`src/rtl/sprite_palette_bank.sv`:
```
// sprite_palette_bank: runtime-loadable multi-bank colour palette.
// Converts a per-pixel colour index into {red, green, blue} through a
// registered two-stage lookup. After reset the whole palette is cleared one
// entry per cycle before writes are accepted. Bank switches requested at any
// time are deferred to the next frame_start pulse to avoid tearing.
// Optional feature: define PALETTE_FLASH_EN to enable the hit-flash effect
// (non-transparent pixels forced to full white on odd flash-frame counts).
module sprite_palette_bank #(
    parameter int INDEX_W      = 4,
    parameter int BANKS        = 4,
    parameter int COLOR_W      = 4,
    parameter int FLASH_FRAMES = 8
) (
    input  logic                       Clk,
    input  logic                       Reset,
    input  logic                       wr_en,
    input  logic [$clog2(BANKS)-1:0]   wr_bank,
    input  logic [INDEX_W-1:0]         wr_index,
    input  logic [3*COLOR_W-1:0]       wr_rgb,
    output logic                       wr_ready,
    input  logic                       bank_req_valid,
    input  logic [$clog2(BANKS)-1:0]   bank_req,
    input  logic                       frame_start,
    output logic [$clog2(BANKS)-1:0]   active_bank,
    input  logic                       pix_valid,
    input  logic [INDEX_W-1:0]         index,
    input  logic                       flash_trig,
    output logic                       pix_valid_out,
    output logic                       transparent,
    output logic [COLOR_W-1:0]         red,
    output logic [COLOR_W-1:0]         green,
    output logic [COLOR_W-1:0]         blue
);

    localparam int BANK_W = $clog2(BANKS);
    localparam int AW     = BANK_W + INDEX_W;
    localparam int DEPTH  = BANKS << INDEX_W;
    localparam int RGB_W  = 3 * COLOR_W;
    localparam logic [AW-1:0] LAST_ADDR = AW'(DEPTH - 1);

    typedef enum logic {CLEAR, RUN} state_t;

    state_t             state, state_next;
    logic [AW-1:0]      clr_addr;

    logic               mem_we;
    logic [AW-1:0]      mem_addr;
    logic [RGB_W-1:0]   mem_wdata;
    logic [RGB_W-1:0]   mem [DEPTH];

    logic               pend_valid;
    logic [BANK_W-1:0]  pend_bank;

    logic               s1_valid;
    logic               s1_transp;
    logic [RGB_W-1:0]   s1_rgb;
    logic [RGB_W-1:0]   rgb_q;

    logic               flash_hit;

    // State register: reset (re)starts the palette clear.
    always_ff @(posedge Clk) begin
        // NOTE: every clocked register uses non-blocking assignment so all
        // flops sample the pre-edge values of each other.
        if (Reset) state <= CLEAR;
        else       state <= state_next;
    end

    // Next-state: leave CLEAR once the last palette address has been zeroed.
    always_comb begin
        state_next = state;
        if (state == CLEAR && clr_addr == LAST_ADDR) state_next = RUN;
    end

    // Output decode: the clear walker owns the write port until RUN.
    always_comb begin
        // NOTE: defaults first so no path leaves an output unassigned, which
        // would otherwise infer a latch.
        wr_ready  = 1'b0;
        mem_we    = 1'b0;
        mem_addr  = clr_addr;
        mem_wdata = '0;
        if (state == CLEAR) begin
            mem_we = 1'b1;
        end else begin
            wr_ready  = 1'b1;
            mem_we    = wr_en;
            mem_addr  = {wr_bank, wr_index};
            mem_wdata = wr_rgb;
        end
    end

    // Clear address walker, {bank, index} from 0 to DEPTH-1.
    always_ff @(posedge Clk) begin
        if (Reset)               clr_addr <= '0;
        else if (state == CLEAR) clr_addr <= clr_addr + AW'(1);
    end

    // Palette storage write port.
    always_ff @(posedge Clk) begin
        // NOTE: the storage array has no reset; its contents are zeroed by
        // the CLEAR walk instead, which keeps it mappable to block RAM.
        if (mem_we) mem[mem_addr] <= mem_wdata;
    end

    // Deferred bank select: latch requests, apply them on frame_start.
    always_ff @(posedge Clk) begin
        if (Reset) begin
            pend_valid  <= 1'b0;
            pend_bank   <= '0;
            active_bank <= '0;
        end else if (frame_start) begin
            // A request arriving with frame_start wins over an older one.
            if (bank_req_valid)  active_bank <= bank_req;
            else if (pend_valid) active_bank <= pend_bank;
            pend_valid <= 1'b0;
        end else if (bank_req_valid) begin
            pend_valid <= 1'b1;
            pend_bank  <= bank_req;
        end
    end

    // Stage 1: sample the bank and index and read storage. Reading at this
    // edge gives read-first behaviour against a write on the same edge and
    // lets a lookup issued the cycle after a write see the new data.
    always_ff @(posedge Clk) begin
        if (Reset) begin
            s1_valid  <= 1'b0;
            s1_transp <= 1'b0;
            s1_rgb    <= '0;
        end else begin
            s1_valid  <= pix_valid;
            s1_transp <= (index == '0);
            s1_rgb    <= mem[{active_bank, index}];
        end
    end

`ifdef PALETTE_FLASH_EN
    localparam int FC_W = $clog2(FLASH_FRAMES + 1);
    localparam logic [FC_W-1:0] FLASH_LOAD = FC_W'(FLASH_FRAMES);

    logic [FC_W-1:0] flash_cnt;

    // Flash frame counter: trigger (re)loads, frame_start counts down.
    always_ff @(posedge Clk) begin
        if (Reset)                              flash_cnt <= '0;
        else if (flash_trig)                    flash_cnt <= FLASH_LOAD;
        else if (frame_start && flash_cnt != '0) flash_cnt <= flash_cnt - FC_W'(1);
    end

    assign flash_hit = (flash_cnt != '0) && flash_cnt[0];
`else
    logic flash_unused;

    assign flash_unused = flash_trig | (FLASH_FRAMES == 0);
    assign flash_hit    = 1'b0;
`endif

    // Stage 2: register the looked-up colour, with flash override.
    always_ff @(posedge Clk) begin
        if (Reset) begin
            pix_valid_out <= 1'b0;
            transparent   <= 1'b0;
            rgb_q         <= '0;
        end else begin
            pix_valid_out <= s1_valid;
            transparent   <= s1_transp;
            rgb_q         <= (flash_hit && !s1_transp) ? '1 : s1_rgb;
        end
    end

    assign red   = rgb_q[RGB_W-1 -: COLOR_W];
    assign green = rgb_q[2*COLOR_W-1 -: COLOR_W];
    assign blue  = rgb_q[COLOR_W-1:0];

endmodule

```
`config.mk`:
```
export PLATFORM = sky130hd
export DESIGN_NAME = sprite_palette_bank
export DESIGN_NICKNAME = d
export VERILOG_FILES = /design/src/rtl/sprite_palette_bank.sv
export SDC_FILE = /design/constraint.sdc
export NUM_CORES = 1
export LEC_CHECK = 0
export BUFFER_PORTS_ARGS = -buffer_cell sky130_fd_sc_hd__buf_2
export CORE_MARGIN = 4
export CORE_UTILIZATION = 45
export CTS_BUF_LIST = sky130_fd_sc_hd__clkbuf_4 sky130_fd_sc_hd__clkbuf_8
export CTS_CLUSTER_DIAMETER = 60
export DETAILED_ROUTE_END_ITERATION = 10
export GPL_TIMING_DRIVEN = 0
export PLACE_DENSITY = 0.7
export SLEW_MARGIN = 40
export SYNTH_ARGS = -nofsm -noshare
export SYNTH_HDL_FRONTEND = slang
export SYNTH_SLANG_ARGS = --single-unit
export TNS_END_PERCENT = 100
```
`constraint.sdc`:
```
create_clock -name Clk -period 5.7 [get_ports Clk]
set_clock_uncertainty 0.05 [all_clocks]
set_input_delay 0.855 -clock Clk [delete_from_list [all_inputs] [get_ports Clk]]
set_output_delay 0.855 -clock Clk [all_outputs]
set_load 0.01 [all_outputs]
```
# --- Word level (Yosys, flattened, before mapping) ---
# Memory sizes are Yosys's and may differ from the RTL's. A register that Yosys moved wholly into a read port is not among the register bits.
# Cells that the tools add are included.
totals:
  register_bits: 28
  mem_bits_rw: 768
  out_inout_bits: 17
  word_cells: 29
  mem_count: 1
memory_table:
  columns: ["name", "depth", "word_bits", "rd", "rd_clocked_by_memory_dff", "write_ports", "line_no", "text"]
  rows:
  - ["mem", 64, 12, 1, 1, 1, "49", "logic [RGB_W-1:0] mem [DEPTH];"]
op_classes:
  add_sub_neg: 1
  n_eq_ne: 1
  muxes: 8
  bitwise: 2
  n_reduce_logical: 6
ops:
  columns: ["operator", "n"]
  rows:
  - ["$mux W12", 1]
  - ["$add A6 B1 Y6 const B", 1]
  - ["$eq A6 B6 Y1 const B", 1]
  - ["$mux W6", 1]
  - ["$logic_not A4 Y1", 1]
  - ["$mux W1", 4]
  - ["$mux W2", 2]
  - ["$reduce_and A2 Y1", 2]
  - ["$not A1 Y1", 2]
  - ["$reduce_bool A2 Y1", 1]
  - ["$reduce_or A2 Y1", 1]
  - ["$logic_and A1 B1 Y1", 1]

# --- Longest topological paths before layout ---
depth:
  depth_word: 3
  depth_mapped: 9
  depth_no_buf: 5

# --- Worst setup path after synthesis ---
# Ideal clock, no wire load.
synth_timing:
  path_type: "input to register"
  startpoint: "in index[0]"
  endpoint: "reg s1_rgb[2], read port of mem"
  setup_time_ps: 139
  t_arrival_ps: 2380
  required_ps: 5511
  setup_slack_ps: 3131
  path_stages: 6
  path_buffers: 3
  path_cell_list: "buf_6 buf_6 buf_4 mux4_2 a2111oi_0 o32ai_1"
synth_rtl:
  columns: ["element", "line_no", "text"]
  rows:
  - ["start, declared", "26", "input logic [INDEX_W-1:0] index,"]
  - ["end, declared", "56", "logic [RGB_W-1:0] s1_rgb;"]

# --- Worst setup path after layout ---
layout_timing:
  startpoint: "reg state"
  endpoint: "mem mem[17][3] in the netlist's numbering, enable pin"
layout_between:
  elab_chain_len: 3
layout_rtl:
  columns: ["element", "line_no", "text"]
  rows:
  - ["start, declared", "43", "state_t state, state_next;"]
  - ["start signal, assigned", "66", "else state <= state_next;"]
  - ["$mux W1", "83", "if (state == CLEAR) begin"]
  - ["$mux W1", "103", "if (mem_we) mem[mem_addr] <= mem_wdata;"]
  - ["$mux W1 (not written as such)", "103", null]
  - ["end, declared", "49", null]
# Parallel ways exist; a longest one is shown, timed or not.

==> reports/qor.yml <==
clock_network:
  clk_latency_ns: 0.81
  cts.clk_slew.worst_paths_ns: 0.07
  clockBufferDepth: 3
  postCtsSetupBuffers: 0
  ctsResizeCount: 0
  cts-root-buf: "clkbuf_8"
  cts.sinks: 808
  htree_levels: 4
  cts_hold_buf: 0
  cts-buffers-inserted: 130
  cts_tree: "yes"
setup_path:
  worstSetupEndpoint: "mem[17][3]"
  crit_top_cell: "nand2_1"
  path_cells: "clkbuf_1, buf_1, nand2_1, o21ai_0, nand2_1, nor2_2"
  critPathMaxFanout: 12
  crit_cells: 6
  cp_top_family: "simple AND/OR/NAND/NOR gates"
  critPathCaptureType: "flop"
  rr_endpoint: "mem[17][3]"
  cp-start-kind: "flop"
  arrival_ns: 3.98
  critPathKind: "reg2reg"
  max_stage_delay_ns: 0.84
  reg2reg_from: "state"
  reg2reg_slack_ns: 2.08
  critical_path.slowest_cell: "nor2_2"
  critPathBufInv: 2
  cp-startpoint: "state"
  worst-r2r-cell-count: 6
  critPathRequiredTime_ns: 6.06
floorplanning:
  ios: 48
  rows: 96
  fp.coreArea_um2: 68470
  die_h_um: 270.8
  fp.dieArea_um2: 73330
  start_util_pct: 45.39
  die_w_um: 270.8
global_routing:
  antenna_found_initial: 3
  grt_usage_pct: 23.41
  grt_pass1_vias: 16770
  grt_pass1_wl_um: 121700
  grt_max_degree: 60
  grt-ovfl-total: 0
pwr:
  p_per_area_nw_per_um2: 340.1
  power_w: 0.01208
  p_leak_nw: 12.04
  ir_drop_uv: 215.0
drt:
  wirelength_um: 86070
  dr_total_vias: 17040
  drc: 0
  dr.pass1.iters: 5
  drt-initial-drc-count: 2459
  avgViaCountPerCell: 6.286
  ant_nets: 0
  wl_per_cell_um: 31.75
run_status:
  status: "complete, no violations"
sta:
  fin_crit_ns: 3.621
  slew_headroom_pct: 36.78
  rsz0062_at_grt: "no"
  fmax_mhz: 276.2
  final.setup.tns_ns: 0
  hold_viol_final: 0
  slew_violations: 0
  worst_slew_pin_slew_ns: 0.9459
  fin_crit_sh_pct: 63.53
  setup_viol: 0
  setup_ws_ns: 2.079
final_layout:
  fin_cells: 2711
  drive_above_1_share_pct: 30.27
  nets: 1761
  syn2layout_area_growth_pct: 14.32
  num-fill-cells: 5277
job:
  drv_cap: 0
place:
  io_buffers: 45
  place_hpwl_um: 55670
  place_ws_ns: 1.678
  placedCellCount: 2479
  routabilityCongestion: 0.9536
yosys:
  ys_seq_area_share_pct: 76.79
  synth_top_area_cell: "edfxtp_1"
  async_flop_share_pct: 0
  avgSynthCellArea_um2: 20.18
  synth-main-ff-cell: "edfxtp_1"
  synth_edf_count: 768
  syn_inst: 1540
  synth_area_leaders: "edfxtp_1 (74%), mux4_2 (10%), mux2i_1 (3.5%), dfxtp_1 (2.6%), nor2_1 (1.0%)"
  syn_nets: 1572
  yosysWarnings: 0
  synth_top_cell_area_share_pct: 74.21
  syn-cell-area_um2: 31080
  ys_ff_latch: 808
  yosysUniqueCellTypes: 52
worst_hold_path:
  hold_class: "in2reg"
-- per-layer routing --
metal,up-vias,track usage [%],part of all wire (%)
met5,-,0.6579,0.074
met2,1309,35.98,47
met4,2,9.644,4.0
li1,6759,-,-
met3,211,7.024,12
met1,8761,31.48,37
-- cells in the mapped netlist (12+ instances only) --
| library cell | number |
|---|---|
| mux4_2 | 139 |
| nor2b_1 | 26 |
| a22oi_1 | 16 |
| o21ai_0 | 12 |
| and2_1 | 14 |
| buf_4 | 16 |
| a21oi_1 | 27 |
| clkbuf_1 | 34 |
| nor2_1 | 86 |
| nand2_1 | 52 |
| o221ai_1 | 33 |
| buf_2 | 23 |
| mux2i_1 | 110 |
| dfxtp_1 | 40 |
| edfxtp_1 | 768 |
| a22o_1 | 12 |
-- where the power goes --
part	leakage (nW)	internal [W]	switching, W	total [W]
registers	7.79	0.00646	0.0000160	0.00647
logic	2.90	0.000212	0.000401	0.000614
clock network	1.35	0.00270	0.00229	0.00500
-- kinds of logic after synthesis --
group,Yosys count,synth area share [%]
AO/OA/AOI/OAI,174,4.183
multiplexers,263,14.37
flip-flops,808,76.79
buffers and inverters,90,1.598
adder cells (fa/ha/maj),1,0.04025
XOR/XNOR,4,0.1128
AND/OR/NAND/NOR,200,2.915
-- registers in the layout (all words and copies together), names as in the netlist --
| register | cells |
|---|---|
| mem | 768 |
| active_bank | 2 |
| pend_bank | 2 |
| pend_valid | 1 |
| clr_addr | 6 |
| s1_transp | 1 |
| s1_rgb | 12 |
| transparent | 1 |
| rgb_q | 12 |
| s1_valid | 1 |
| state | 1 |
| pix_valid_out | 1 |
-- through the flow --
| stage | utilization (%) | instance area [um2] | hold slack, ns |
|---|---|---|---|
| floorplan | - | 31080 | 0.3638 |
| global placement | 47.33 | 32410 | 0.3788 |
| detailed placement | 47.99 | 32850 | 0.3749 |
| CTS | 51.75 | 35430 | 0.1764 |
| global route | 51.89 | 35530 | 0.1918 |
| finish | 51.89 | 35530 | 0.2248 |
-- area by class of cell --
| class | count | area (um2) | share of cell area (%) |
|---|---|---|---|
| Clock buffer | 180 | 2215 | 6.233 |
| Clock inverter | 50 | 364.1 | 1.025 |
| Timing Repair Buffer | 57 | 465.4 | 1.310 |
| Multi-Input combinational cell | 642 | 7013 | 19.74 |
| Tap cell | 882 | 1104 | 3.106 |
| Inverter | 4 | 15.01 | 0.04226 |
| Buffer | 86 | 484.2 | 1.363 |
| Antenna cell | 2 | 5.005 | 0.01409 |
| Sequential cell | 808 | 23860 | 67.17 |
-- worst min-delay path by stage --
stage / start / to / cells past startpoint
after global routing: frame_start / pend_valid / 2
after detailed placement: s1_rgb[0] / rgb_q[0] / 1
after CTS: frame_start / pend_valid / 2
final: frame_start / pend_valid / 2
after global placement: s1_rgb[0] / rgb_q[0] / 1
after floorplan: s1_valid / pix_valid_out / 1
-- worst reg2reg max path: cells and delay by family (launching register included) --
kind | cells | cell delay (ns)
and+or+nand+nor | 3 | 1.53
AOI/OAI and AO/OA | 1 | 0.57
buffers and inverters | 2 | 0.75
DFF | 1 | 0.34
-- cells in the final DEF (no fill, tap or decap), types with 13 or more instances in the layout --
| cell | netlist | routed |
|---|---|---|
| clkinv_1 | 0 | 19 |
| clkinv_2 | 0 | 15 |
| clkbuf_8 | 0 | 138 |
| nor2b_1 | 26 | 26 |
| a22oi_1 | 16 | 16 |
| nand2_1 | 52 | 50 |
| o221ai_1 | 33 | 33 |
| edfxtp_1 | 768 | 768 |
| buf_12 | 1 | 13 |
| dfxtp_1 | 40 | 40 |
| buf_2 | 23 | 68 |
| nor2_1 | 86 | 21 |
| clkbuf_1 | 34 | 32 |
| nor2_2 | 0 | 48 |
| a21oi_1 | 27 | 27 |
| nor2_4 | 0 | 17 |
| clkbuf_4 | 0 | 42 |
| buf_4 | 16 | 16 |
| mux4_2 | 139 | 139 |
| mux2i_1 | 110 | 110 |
Note: power is estimated with default switching activity, not from simulation.
